File: config.mk
export PLATFORM = sky130hd
export DESIGN_NAME = jump_resolve_unit
export DESIGN_NICKNAME = d
export VERILOG_FILES = /design/src/rtl/jump_pkg.sv /design/src/rtl/jru_cdb_snoop.sv /design/src/rtl/jump_resolve_unit.sv
export SDC_FILE = /design/constraint.sdc
export NUM_CORES = 1
export LEC_CHECK = 0
export CORE_MARGIN = 2
export CORE_UTILIZATION = 45
export CTS_CLUSTER_SIZE = 14
export DETAILED_ROUTE_END_ITERATION = 8
export DONT_BUFFER_PORTS = 1
export PLACE_DENSITY = 0.65
export SLEW_MARGIN = 20
export SYNTH_ARGS = -nofsm -noshare
export SYNTH_HDL_FRONTEND = slang
export SYNTH_SLANG_ARGS = --single-unit
File: constraint.sdc
create_clock -name clk -period 5.95 [get_ports clk]
set_input_delay 0.2975 -clock clk [delete_from_list [all_inputs] [get_ports clk]]
set_output_delay 0.2975 -clock clk [all_outputs]
set_load 0.03 [all_outputs]
File: src/rtl/jump_pkg.sv
// Shared definitions for the jump resolution station: compare codes,
// FSM state encoding, JALR op bit and the "tag zero means ready" constant.
// Imported by jump_resolve_unit and jru_cdb_snoop.
package jump_pkg;

  // Branch compare codes carried in jump_op[2:0]
  localparam logic [2:0] CMP_EQ  = 3'b000;
  localparam logic [2:0] CMP_NE  = 3'b001;
  localparam logic [2:0] CMP_LT  = 3'b100;
  localparam logic [2:0] CMP_GE  = 3'b101;
  localparam logic [2:0] CMP_LTU = 3'b110;
  localparam logic [2:0] CMP_GEU = 3'b111;

  // jump_op bit selecting JALR over JAL for unconditional jumps
  localparam int JALR_BIT = 3;

  // A producer tag of this value means the operand value is already present
  localparam int TAG_READY = 0;

  typedef enum logic [1:0] {
    ST_IDLE = 2'd0,
    ST_WAIT = 2'd1,
    ST_DONE = 2'd2
  } jru_state_t;

endpackage

File: src/rtl/jru_cdb_snoop.sv
// Priority matcher of one operand tag against NUM_CDB result buses.
// Ports: tag (operand producer tag), cdb_valid/cdb_tag/cdb_data (packed buses),
//        hit (some valid bus carries this tag), data (value from lowest matching bus).
module jru_cdb_snoop
  import jump_pkg::*;
#(
  parameter int XLEN    = 32,
  parameter int TAG_W   = 5,
  parameter int NUM_CDB = 2
) (
  input  logic [TAG_W-1:0]         tag,
  input  logic [NUM_CDB-1:0]       cdb_valid,
  input  logic [NUM_CDB*TAG_W-1:0] cdb_tag,
  input  logic [NUM_CDB*XLEN-1:0]  cdb_data,
  output logic                     hit,
  output logic [XLEN-1:0]          data
);

  // Scan from the highest bus down so the lowest-index match is the last write.
  // A ready tag never matches, even if a bus happens to broadcast tag zero.
  always_comb begin
    hit  = 1'b0;
    data = '0;
    for (int i = NUM_CDB - 1; i >= 0; i--) begin
      if (cdb_valid[i] && (tag != TAG_W'(TAG_READY)) &&
          (cdb_tag[i*TAG_W +: TAG_W] == tag)) begin
        hit  = 1'b1;
        data = cdb_data[i*XLEN +: XLEN];
      end
    end
  end

endmodule

File: src/rtl/jump_resolve_unit.sv
// Single-entry branch/JAL/JALR resolution station: holds an issued jump until
// its operands are valid (register values or CDB snoop), then emits a one-cycle
// registered redirect. Ports: issue bus in, packed CDB in, flush in;
// issue_ready/jump_stall and redirect_* / link_data out.
// Optional macro JUMP_RESOLVE_PERF_EN adds perf_branches/perf_taken/perf_wait_cycles.
module jump_resolve_unit
  import jump_pkg::*;
#(
  parameter int XLEN    = 32,
  parameter int TAG_W   = 5,
  parameter int NUM_CDB = 2
) (
  input  logic                     clk,
  input  logic                     rst_n,
  input  logic                     branch_issue,
  input  logic                     ujump_issue,
  input  logic [3:0]               jump_op,
  input  logic [TAG_W-1:0]         q_rs1,
  input  logic [TAG_W-1:0]         q_rs2,
  input  logic [XLEN-1:0]          rs1_data,
  input  logic [XLEN-1:0]          rs2_data,
  input  logic [XLEN-1:0]          imm,
  input  logic [XLEN-1:0]          pc,
  input  logic [NUM_CDB-1:0]       cdb_valid,
  input  logic [NUM_CDB*TAG_W-1:0] cdb_tag,
  input  logic [NUM_CDB*XLEN-1:0]  cdb_data,
  input  logic                     flush,
`ifdef JUMP_RESOLVE_PERF_EN
  output logic [31:0]              perf_branches,
  output logic [31:0]              perf_taken,
  output logic [31:0]              perf_wait_cycles,
`endif
  output logic                     issue_ready,
  output logic                     jump_stall,
  output logic                     redirect_valid,
  output logic                     redirect_taken,
  output logic [XLEN-1:0]          redirect_pc,
  output logic [XLEN-1:0]          link_data
);

  jru_state_t state;

  // Held entry
  logic             br_r, jalr_r;
  logic [2:0]       cmp_r;
  logic [XLEN-1:0]  pc_r, imm_r, d1_r, d2_r;
  logic [TAG_W-1:0] q1_r, q2_r;

  // Registered redirect outputs, only nonzero in DONE
  logic             rv_r, taken_r;
  logic [XLEN-1:0]  rpc_r, link_r;

  logic in_idle, issue;
  assign in_idle = (state == ST_IDLE);
  assign issue   = branch_issue | ujump_issue;

  // In IDLE the unit looks at the issue bus (capture cycle); otherwise at the entry.
  logic             cur_br, cur_jalr;
  logic [2:0]       cur_cmp;
  logic [XLEN-1:0]  cur_pc, cur_imm, src_d1, src_d2;
  logic [TAG_W-1:0] src_q1, src_q2;

  assign cur_br   = in_idle ? branch_issue : br_r;
  assign cur_jalr = in_idle ? (!branch_issue && jump_op[JALR_BIT]) : jalr_r;
  assign cur_cmp  = in_idle ? jump_op[2:0] : cmp_r;
  assign cur_pc   = in_idle ? pc       : pc_r;
  assign cur_imm  = in_idle ? imm      : imm_r;
  assign src_q1   = in_idle ? q_rs1    : q1_r;
  assign src_q2   = in_idle ? q_rs2    : q2_r;
  assign src_d1   = in_idle ? rs1_data : d1_r;
  assign src_d2   = in_idle ? rs2_data : d2_r;

  logic            hit1, hit2;
  logic [XLEN-1:0] cdb_d1, cdb_d2;

  jru_cdb_snoop #(.XLEN(XLEN), .TAG_W(TAG_W), .NUM_CDB(NUM_CDB)) u_snoop_rs1 (
    .tag(src_q1), .cdb_valid(cdb_valid), .cdb_tag(cdb_tag), .cdb_data(cdb_data),
    .hit(hit1), .data(cdb_d1)
  );

  jru_cdb_snoop #(.XLEN(XLEN), .TAG_W(TAG_W), .NUM_CDB(NUM_CDB)) u_snoop_rs2 (
    .tag(src_q2), .cdb_valid(cdb_valid), .cdb_tag(cdb_tag), .cdb_data(cdb_data),
    .hit(hit2), .data(cdb_d2)
  );

  logic            rdy1, rdy2, need1, need2, all_rdy;
  logic [XLEN-1:0] op1, op2;

  assign rdy1    = (src_q1 == TAG_W'(TAG_READY)) || hit1;
  assign rdy2    = (src_q2 == TAG_W'(TAG_READY)) || hit2;
  assign op1     = hit1 ? cdb_d1 : src_d1;
  assign op2     = hit2 ? cdb_d2 : src_d2;
  assign need1   = cur_br || cur_jalr;
  assign need2   = cur_br;
  assign all_rdy = (!need1 || rdy1) && (!need2 || rdy2);

  // Resolution datapath, evaluated on the cycle the last operand becomes ready
  logic            cmp_res, res_taken;
  logic [XLEN-1:0] jalr_sum, res_target, res_link;

  always_comb begin
    unique case (cur_cmp)
      CMP_EQ:  cmp_res = (op1 == op2);
      CMP_NE:  cmp_res = (op1 != op2);
      CMP_LT:  cmp_res = ($signed(op1) <  $signed(op2));
      CMP_GE:  cmp_res = ($signed(op1) >= $signed(op2));
      CMP_LTU: cmp_res = (op1 <  op2);
      CMP_GEU: cmp_res = (op1 >= op2);
      default: cmp_res = 1'b0;
    endcase
  end

  assign jalr_sum   = op1 + cur_imm;
  assign res_target = cur_jalr ? {jalr_sum[XLEN-1:1], 1'b0} : (cur_pc + cur_imm);
  assign res_taken  = cur_br ? cmp_res : 1'b1;
  assign res_link   = cur_br ? '0 : (cur_pc + XLEN'(4));

  assign issue_ready = in_idle;
  assign jump_stall  = !in_idle || (issue && !all_rdy);

  // A flush landing on the DONE cycle cancels the pulse combinationally.
  assign redirect_valid = rv_r && !flush;
  assign redirect_taken = taken_r && !flush;
  assign redirect_pc    = flush ? '0 : rpc_r;
  assign link_data      = flush ? '0 : link_r;

  always_ff @(posedge clk or negedge rst_n) begin
    if (!rst_n) begin
      state   <= ST_IDLE;
      br_r    <= 1'b0;
      jalr_r  <= 1'b0;
      cmp_r   <= '0;
      pc_r    <= '0;
      imm_r   <= '0;
      d1_r    <= '0;
      d2_r    <= '0;
      q1_r    <= '0;
      q2_r    <= '0;
      rv_r    <= 1'b0;
      taken_r <= 1'b0;
      rpc_r   <= '0;
      link_r  <= '0;
    end else begin
      // Operand forwarding into the entry every cycle it is being filled or held
      if (in_idle || state == ST_WAIT) begin
        q1_r <= hit1 ? TAG_W'(TAG_READY) : src_q1;
        q2_r <= hit2 ? TAG_W'(TAG_READY) : src_q2;
        d1_r <= op1;
        d2_r <= op2;
      end
      case (state)
        ST_IDLE: begin
          if (issue && !flush) begin
            br_r   <= cur_br;
            jalr_r <= cur_jalr;
            cmp_r  <= cur_cmp;
            pc_r   <= pc;
            imm_r  <= imm;
            if (all_rdy) begin
              state   <= ST_DONE;
              rv_r    <= 1'b1;
              taken_r <= res_taken;
              rpc_r   <= res_target;
              link_r  <= res_link;
            end else begin
              state <= ST_WAIT;
            end
          end
        end
        ST_WAIT: begin
          if (flush) begin
            state <= ST_IDLE;
          end else if (all_rdy) begin
            state   <= ST_DONE;
            rv_r    <= 1'b1;
            taken_r <= res_taken;
            rpc_r   <= res_target;
            link_r  <= res_link;
          end
        end
        ST_DONE: begin
          state   <= ST_IDLE;
          rv_r    <= 1'b0;
          taken_r <= 1'b0;
          rpc_r   <= '0;
          link_r  <= '0;
        end
        default: state <= ST_IDLE;
      endcase
    end
  end

`ifdef JUMP_RESOLVE_PERF_EN
  always_ff @(posedge clk or negedge rst_n) begin
    if (!rst_n) begin
      perf_branches    <= '0;
      perf_taken       <= '0;
      perf_wait_cycles <= '0;
    end else begin
      if (state == ST_WAIT) perf_wait_cycles <= perf_wait_cycles + 32'd1;
      if (state == ST_DONE && br_r && !flush) begin
        perf_branches <= perf_branches + 32'd1;
        if (taken_r) perf_taken <= perf_taken + 32'd1;
      end
    end
  end
`endif

endmodule

==> results of run 1 <==
metal layers:
metal | vias to the layer above | share of wire, % | track usage, %
li1 | 7110 | - | -
met2 | 536 | 45 | 44.4
met4 | 2 | 2.0 | 5.68
met1 | 7266 | 46 | 38.7
met5 | - | 0.023 | 0
met3 | 73 | 7.5 | 6.37
power breakdown:
part           leakage, nW  internal, mW  total [mW]  switching [mW]
sequential            2.58          2.16        2.60           0.446
clock                0.435          1.00        1.67           0.668
combinational         5.40          4.27        10.5            6.19
state kept, by name, summed over array words and instances, names as in the netlist:
name / count
q1_r: 5
taken_r: 1
rpc_r: 32
state: 2
link_r: 32
rv_r: 1
d1_r: 32
jalr_r: 1
cmp_r: 3
d2_r: 32
q2_r: 5
br_r: 1
pc_r: 32
imm_r: 32
worst max path at each step:
stage	startpoint	to	slack (ns)	depth (start not counted)
finish	state[1]	rpc_r[30]	0.44	19
global route	state[1]	taken_r	0.04	20
CTS	state[1]	taken_r	0.40	20
detailed placement	state[1]	taken_r	0.42	20
global placement	state[1]	taken_r	0.59	20
floorplan	state[0]	rpc_r[20]	0.97	23
cells by family (layout without fill, tap and decap cells):
logic type	count (synthesis)	in the layout	share of synthesized area [%]
AO/OA/AOI/OAI	485	485	18.5
XOR/XNOR	88	88	4.58
adder cells (fa/ha/maj)	96	96	7.23
buffers and inverters	176	222	4.25
flip-flops	211	211	31.4
multiplexers	222	222	14.2
AND/OR/NAND/NOR	718	718	19.9
cells in the mapped netlist (5+ instances only):
cell and instances:
a211oi_1 10, a21o_1 48, a21oi_1 145, a221o_1 6
a22o_1 22, a22oi_1 5, a31oi_1 18, and2_1 7
and3_1 7, buf_1 7, buf_2 16, clkbuf_1 76
dfrtp_1 211, ha_1 94, inv_1 71, mux2_2 130
mux2i_1 91, nand2_1 391, nand2b_1 17, nand3_1 43
nand4_1 23, nor2_1 79, nor2b_1 81, nor3_1 19
nor3b_1 5, nor4_1 8, o211ai_1 18, o21a_1 42
o21ai_0 104, o21ai_1 6, o31ai_1 6, or3_1 5
xnor2_1 61, xor2_1 27
stage by stage:
stage / util (%) / instances / area (sq um)
finish: 51.7 / 2510 / 19000
global route: 51.7 / 2510 / 19000
CTS: 51.6 / 2509 / 18900
detailed placement: 47.0 / 2383 / 17200
global placement: 47.0 / 2383 / 17200
floorplan: - / 1996 / 16800
worst reg2reg max path, delay by kind of cell (launching register included):
family          cells  cell delay [ns]
buf+inv             2             0.47
mux                 1             0.36
fa+ha+maj           1             0.50
compound gates     11             2.66
flops               1             0.57
simple gates        3             0.66
xor+xnor            1             0.16
layout make-up:
| type | instances | area (sq um) | area share (%) |
|---|---|---|---|
| tap | 468 | 586 | 3.09 |
| multi-input combinational | 1609 | 10900 | 57.3 |
| clock inverter | 12 | 140 | 0.739 |
| sequential | 211 | 5280 | 27.9 |
| clock buffer | 34 | 742 | 3.91 |
| inverter | 72 | 275 | 1.45 |
| timing repair buffer | 104 | 1070 | 5.63 |
what timing repair did:
item                                    CTS  global route
gates resized for setup                   0             1
endpoints found under the setup margin    0             1
endpoints found under the hold margin   289             0
hold buffers                             80             0
==> flow_summary.ini, run 1 <==
[placement]
dp_hpwl_um = 40000
gp_congestion = 0.991
pre_cts_ws_ns = 0.418
portBuffers = 0

[setup_path]
ff2ff_path_depth = 19
endpoint_kind = flop
reg2reg_to = rpc_r[30]
path_buf_inv = 2
rrSetupSlack_ns = 0.44
reg2reg_from = state[1]
slowest_stage = dfrtp_4
startpoint_type = flop
worstPathRequired_ns = 6.36
worstSetupPathType = flop to flop
arrival_ns = 5.92
cpMostUsedCell = o221ai_1
crit_fanout = 67
critPathMaxStageDelay_ns = 0.57
crit_path_cell_trace = or2_4, inv_6, o221ai_1, a221o_1, a221oi_4, buf_12, o21ai_0, mux2_2, fa_1, a211oi_1, o21bai_1, o2111ai_1, a21oi_1, o21a_1, a41o_1, nor4_1, nor3_1, xnor2_1, o221ai_1
cp_top_family = compound AO/OA/AOI/OAI gates

[timing]
setup-tns-final_ns = 0
period_share_pct = 92.6
whs_ns = 0.0146
fmax_ghz = 0.181
rsz0062_at_grt = no
final_max_slew_viol_count = 0
tightest_slew_ns = 1.06
finalSetupViolCount = 0
hold_viol_final = 0
max_slew_margin_pct = 29.5
fin_crit_ns = 5.51
finalWorstSetupSlack_ns = 0.438
finClkSkew_ns = 0.0254

[min_path]
hold_end = state[0]
holdPathStages = 2
min_from = ujump_issue
min_path_type = input port to flop

[yosys]
ys_warn_count = 0
syn_inst = 1996
synth_top_cell_area_share_pct = 31.4
synth_edf_count = 0
ys_types = 84
yosysTopAreaCell = dfrtp_1
syn-mean-instance-area_sq_um = 8.43
yosys_most_used_dff = dfrtp_1
synth_seq_cells = 211
synth_nets = 2315
synthTopCellsByArea = dfrtp_1 (31%), nand2_1 (8.7%), mux2_2 (8.7%), ha_1 (7.0%), mux2i_1 (5.4%)
synth_area_sq_um = 16800
async_flop_share_pct = 100
synth_seq_area_share_pct = 31.4

[clock_tree]
post_cts_buffers = 0
cts.sinks = 211
cts_buffers = 26
clockRootBuffer = clkbuf_16
cts_tree = yes
clockBufferDepth = 3
clkTransAtPathRegs_ns = 0.07
cts_max_level = 1
clock_latency_ns = 0.56

[grt]
grt_pass1_wl_um = 84900
grt_start_max_net_pins = 212
grt_pass1_vias = 14800
grt-ovfl-total = 0
grt_usage_pct = 27.8
antenna_found_initial = 1

[floorplan]
rows = 70
start_util_pct = 45.9
boundaryPins = 291
die_h_um = 197
dieWidth_um = 197
die_area_sq_um = 39000
core_sq_um = 36700

[cells_and_area]
fin_nets = 2343
layout_common_cells = nand2_1 (391), dfrtp_1 (210), a21oi_1 (145)
insertedDiodeCount = 0
layout-drive-gt1-share_pct = 11.1
final_common_cell = nand2_1
area_delta_synth_final_pct = 12.7
fillCellCount = 3477

[detailed_routing]
finalWirelength_um = 55400
wire_per_inst_um = 22.1
detail-route-antenna-nets = 0
first_iter_violations = 988
route.detailed.drc = 0
vias = 15000
drtPass1Iterations = 5
via_per_inst = 5.97

[pwr]
power.total_mw = 14.7
p_leak_nw = 8.42
power_density_nw_per_um2 = 777
ir_drop_v = 0.000348

[outcome]
status = completed

[run]
maxCapViolCount = 0
Note: power is estimated with default switching activity, not from simulation.
==> run 2: changes to the inputs <==
--- a/config.mk
+++ b/config.mk
@@ -14,4 +14,5 @@
 export SLEW_MARGIN = 20
 export SYNTH_ARGS = -nofsm -noshare
 export SYNTH_HDL_FRONTEND = slang
+export SYNTH_HIERARCHICAL = 1
 export SYNTH_SLANG_ARGS = --single-unit
==> run 2 against run 1 <==
Compared with the run above:
- worst hold slack improved by 0.051 ns
- critical path type unchanged
- power shrank 5.2%
- first-iteration DRC count down 9.8%
- clock skew increased by 0.0018 ns
- area after synthesis increased by 0.73%
- fmax down 2.7%
- sequential cell count unchanged
- via count is 1.7% lower
==> flow_summary.ini, run 2 <==
[cells_and_area]
layout-drive-gt1-share_pct = 14.4
area_delta_synth_final_pct = 12.6
fin_nets = 2277
final_common_cell = nand2_1
finish.utilization_pct = 51.0
fillCellCount = 3493
fin_area_sq_um = 19100
layout_common_cells = nand2_1 (388), dfrtp_1 (210), o21ai_0 (139)

[timing]
tightest_slew_ns = 1.04
whs_ns = 0.0657
finClkSkew_ns = 0.0272
finalSetupViolCount = 0
setup-tns-final_ns = 0
max_slew_margin_pct = 30.1
final_max_slew_viol_count = 0
period_share_pct = 95.2
rsz0062_at_grt = no
hold_viol_final = 0
fmax_ghz = 0.177
fin_crit_ns = 5.67

[detailed_routing]
route.detailed.drc = 0
first_iter_violations = 891
wire_per_inst_um = 22.1
drtPass1Iterations = 5
vias = 14700
via_per_inst = 5.91
finalWirelength_um = 55100
detail-route-antenna-nets = 0

[clock_tree]
cts_buffers = 26
cts_tree = yes
clockRootBuffer = clkbuf_16
post_cts_buffers = 0
clkTransAtPathRegs_ns = 0.06
clock_latency_ns = 0.57
cts.sinks = 211
cts_max_level = 1
clockBufferDepth = 3

[setup_path]
startpoint_type = flop
worstSetupPathType = flop to flop
arrival_ns = 6.12
reg2reg_from = state[1]
worstPathRequired_ns = 6.40
critPathMaxStageDelay_ns = 0.61
cpMostUsedCell = o21ai_1
path_buf_inv = 2
reg2reg_to = rpc_r[30]
ff2ff_path_depth = 22
slowest_stage = or4_4
crit_fanout = 30
crit_path_cell_trace = or2_4, inv_6, nand2_1, nand2_2, or4_4, nor2_4, or4_4, buf_12, mux2_4, nand2_1, o21ai_1, ha_1, a21o_1, a221oi_2, o21ai_1, or2_1, a41o_1, a2111oi_4, o31a_1, o21ai_1, xor2_1, a221o_1
cp_top_family = compound AO/OA/AOI/OAI gates
endpoint_kind = flop
rrSetupSlack_ns = 0.28

[yosys]
yosysTopAreaCell = dfrtp_1
ys_types = 80
syn-mean-instance-area_sq_um = 8.75
synthTopCellsByArea = dfrtp_1 (31%), nand2_1 (8.7%), mux2_2 (7.0%), ha_1 (6.9%), mux2_4 (5.1%)
synth_nets = 2257
synthTopCellsByCount = nand2_1 (392), dfrtp_1 (211), o21ai_0 (144)
ys_warn_count = 6
synth.most_common_cell = nand2_1
yosys_most_used_dff = dfrtp_1
synth_seq_cells = 211
synth_area_sq_um = 17000
async_flop_share_pct = 100
syn_inst = 1938
synth_seq_area_share_pct = 31.1
synth_edf_count = 0
synth_top_cell_area_share_pct = 31.1

[placement]
portBuffers = 0
gp_congestion = 0.916
place_area_sq_um = 17400
dp_hpwl_um = 40400

[floorplan]
die_area_sq_um = 39200
dieWidth_um = 198
core_sq_um = 37400
start_util_pct = 45.3
rows = 71
boundaryPins = 291
die_h_um = 198

[min_path]
min_from = q_rs1[1]
min_path_type = input port to flop
hold_end = q1_r[1]
holdPathStages = 3

[grt]
grt_usage_pct = 27.6
grtUsageMet3_pct = 6.51
grt_pass1_vias = 14500
grt_pass1_wl_um = 84200
use_met2_pct = 43.5
grt_most_used_layer = met2
met1_usage_pct = 37.9
grt_start_max_net_pins = 212
antenna_found_initial = 3
grt-ovfl-total = 0

[run]
maxCapViolCount = 0

[outcome]
status = completed

[pwr]
power_density_nw_per_um2 = 732
ir_drop_v = 0.000310
p_leak_nw = 8.37
power.total_mw = 14.0
==> run 2: through the flow <==
stage                     setup slack [ns]  std cells
final                                0.285       2491
after global routing                0.0356       2490
after CTS                            0.167       2487
after detailed placement             0.162       2368
after global placement               0.333       2368
after floorplan                    -0.0257       1938
==> run 2: kinds of logic after synthesis <==
family          Yosys count  share of synthesized area [%]
simple gates            717                           21.0
compound gates          444                           16.2
mux                     217                           15.3
flops                   211                           31.1
buf+inv                 154                           4.04
xor+xnor                 99                           5.12
fa+ha+maj                96                           7.17
==> run 2: worst max path at each step <==
stage	start	endpoint	slack [ns]	cells past startpoint
after detailed placement	state[1]	rpc_r[30]	0.16	21
after floorplan	state[1]	rpc_r[30]	-0.03	32
after global placement	state[1]	rpc_r[30]	0.33	21
final	state[1]	rpc_r[30]	0.28	22
after global routing	state[1]	taken_r	0.04	21
after CTS	state[1]	rpc_r[30]	0.17	21
==> run 2: power by group <==
group | leakage, nW | switching [mW] | internal, mW
clock network | 0.440 | 0.668 | 0.984
registers | 2.59 | 0.362 | 2.12
logic | 5.34 | 5.97 | 3.86
==> run 2: worst register-to-register path, stage by stage (launching register included) <==
cell and delay [ns]:
dfrtp_4 0.47, or2_4 0.34, inv_6 0.15, nand2_1 0.09, nand2_2 0.12, or4_4 0.16
nor2_4 0.03, or4_4 0.61, buf_12 0.22, mux2_4 0.32, nand2_1 0.06, o21ai_1 0.13
ha_1 0.40, a21o_1 0.21, a221oi_2 0.39, o21ai_1 0.14, or2_1 0.26, a41o_1 0.31
a2111oi_4 0.36, o31a_1 0.23, o21ai_1 0.10, xor2_1 0.14, a221o_1 0.31
==> run 2: cell type report <==
| class | count | area, sq um | area share, % |
|---|---|---|---|
| diodes | 2 | 5.00 | 0.0262 |
| clock buffers | 35 | 724 | 3.80 |
| clock inverters | 13 | 155 | 0.813 |
| inverters | 38 | 148 | 0.774 |
| multi-input cells | 1574 | 11100 | 58.0 |
| flip-flops and latches | 211 | 5280 | 27.7 |
| well taps | 511 | 639 | 3.35 |
| repair buffers | 107 | 1060 | 5.55 |
==> run 2: repair_timing <==
item / 4_1_cts / 5_1_grt
endpoints found under the setup margin: 0 / 2
hold buffers: 71 / 0
resized for setup: 0 / 1
endpoints found under the hold margin: 279 / 0
==> run 2: per-layer routing <==
layer / vias up / share of wire, %
li1: 6967 / -
met1: 7170 / 45
met2: 517 / 45
met3: 77 / 8.0
met4: 2 / 2.3
met5: - / 0.029
==> run 3: changes to the inputs <==
--- a/config.mk
+++ b/config.mk
@@ -10,7 +10,8 @@
 export CTS_CLUSTER_SIZE = 14
 export DETAILED_ROUTE_END_ITERATION = 8
 export DONT_BUFFER_PORTS = 1
-export PLACE_DENSITY = 0.65
+export GPL_ROUTABILITY_DRIVEN = 0
+export PLACE_DENSITY = 0.62
 export SLEW_MARGIN = 20
 export SYNTH_ARGS = -nofsm -noshare
 export SYNTH_HDL_FRONTEND = slang
==> run 3 against run 2 <==
Compared with the run above:
- count of clock-buffer cells in the layout grew 5
- first-iteration DRC count grew 8.4%
- final area grew 0.44%
- non-clock buffer count shrank 3
- final cell count is essentially flat
- sequential power is essentially flat
- critical path type unchanged
==> flow_summary.ini, run 3 (synthesis results as in run 2) <==
[setup_path]
worstPathRequired_ns = 6.38
crit_fanout = 30
arrival_ns = 6.10
endpoint_kind = flop
worstSetupPathType = flop to flop
rrSetupSlack_ns = 0.28
startpoint_type = flop

[timing]
fmax_ghz = 0.176
finalSetupViolCount = 0
finClkSkew_ns = 0.0108
tightest_slew_ns = 1.06
rsz0062_at_grt = no
max_slew_margin_pct = 29.1
hold_viol_final = 0
finalWorstSetupSlack_ns = 0.280
period_share_pct = 95.3
final_max_slew_viol_count = 0
fin_crit_ns = 5.67

[floorplan]
dieWidth_um = 198
die_h_um = 198
core_sq_um = 37400
rows = 71
start_util_pct = 45.3
die_area_sq_um = 39200
boundaryPins = 291

[placement]
pre_cts_ws_ns = 0.325
dp_hpwl_um = 40200
dp_cells = 2361
portBuffers = 0
place_area_sq_um = 17400

[cells_and_area]
fin_nets = 2275
fin_area_sq_um = 19200
final_common_cell = nand2_1
layout-drive-gt1-share_pct = 14.3
regArea_sq_um = 5280
layout_common_cells = nand2_1 (388), dfrtp_1 (210), o21ai_0 (139)
fin_cells = 2489
area_delta_synth_final_pct = 13.1
fillCellCount = 3462
multiInputGateArea_sq_um = 11100

[detailed_routing]
wire_per_inst_um = 22.2
first_iter_violations = 966
route.detailed.drc = 0
via_per_inst = 5.96
finalWirelength_um = 55100
detail-route-antenna-nets = 0
drtPass1Iterations = 5
vias = 14800

[pwr]
ir_drop_v = 0.000375
power.total_mw = 14.1
power_density_nw_per_um2 = 738
p_leak_nw = 8.39

[clock_tree]
clockBufferDepth = 3
clock_latency_ns = 0.56
cts_tree = yes
cts_max_level = 1
cts.sinks = 211
cts_buffers = 27
clockRootBuffer = clkbuf_16
clkTransAtPathRegs_ns = 0.06

[grt]
use_met2_pct = 43.8
grt-ovfl-total = 0
met1_usage_pct = 38.6
grt_pass1_vias = 14400
grt_usage_pct = 27.6
antenna_found_initial = 3
grt_pass1_wl_um = 84200
grtUsageMet3_pct = 5.55
grt_most_used_layer = met2
grt_start_max_net_pins = 212

[run]
maxCapViolCount = 0

[outcome]
status = completed

[min_path]
min_path_type = input port to flop
[run 3: worst paths after layout]
| path | startpoint | to | cells past startpoint |
|---|---|---|---|
| min | q_rs1[1] | q1_r[1] | 3 |
| max reg2reg | state[1] | rpc_r[30] | 21 |
| min reg2reg | link_r[23] | link_r[23] | 2 |
| max in group asynchronous | rst_n | d1_r[25] | 3 |
| min in group asynchronous | rst_n | pc_r[8] | 2 |
| max | state[1] | rpc_r[30] | 21 |
[run 3: critical path: stages (launching register included)]
cell and delay [ns]:
dfrtp_4 0.47, or2_4 0.35, nand2_1 0.12, nand2_2 0.10
or4_4 0.56, nor2_4 0.17, or4_4 0.21, buf_12 0.24
mux2_4 0.32, nand2_1 0.06, o21ai_1 0.12, ha_1 0.40
a21o_1 0.23, a221oi_4 0.34, o21ai_1 0.14, or2_1 0.29
a41o_1 0.32, a2111oi_4 0.33, o31a_1 0.21, o21ai_1 0.09
xor2_1 0.14, a221o_1 0.31
[run 3: what timing repair did]
action	in CTS	in global routing
buffers inserted	0	4
resized for setup	0	2
hold endpoints to repair	279	0
endpoints found under the setup margin	0	2
hold buffers	71	0
[run 3: per-stage QoR]
stage | hold slack (ns) | TNS [ns] | util, %
detailed placement | 0.0156 | 0 | 46.5
CTS | 0.0267 | 0 | 51.0
floorplan | 0.00191 | -0.0257 | -
global placement | 0.0144 | 0 | 46.5
finish | 0.0590 | 0 | 51.3
global route | 0.0728 | 0 | 51.3
[run 3: layout make-up]
class / count / share of cell area (%)
inverter: 38 / 0.770
clock buffer: 40 / 4.20
antenna: 2 / 0.0261
tap: 511 / 3.34
timing repair buffer: 104 / 5.48
multi-input combinational: 1574 / 57.8
sequential: 211 / 27.6
clock inverter: 9 / 0.822
[run 3: power by group]
| part | leakage, nW | internal, mW | switching (mW) |
|---|---|---|---|
| registers | 2.59 | 2.12 | 0.363 |
| clock network | 0.466 | 1.10 | 0.667 |
| logic | 5.33 | 3.87 | 6.03 |
[run 3: metal layers]
metal  vias up  wire length [um]
li1       6968                 -
met1      7260             24900
met2       522             24600
met3        77              4300
met4         4              1300
met5         -                30
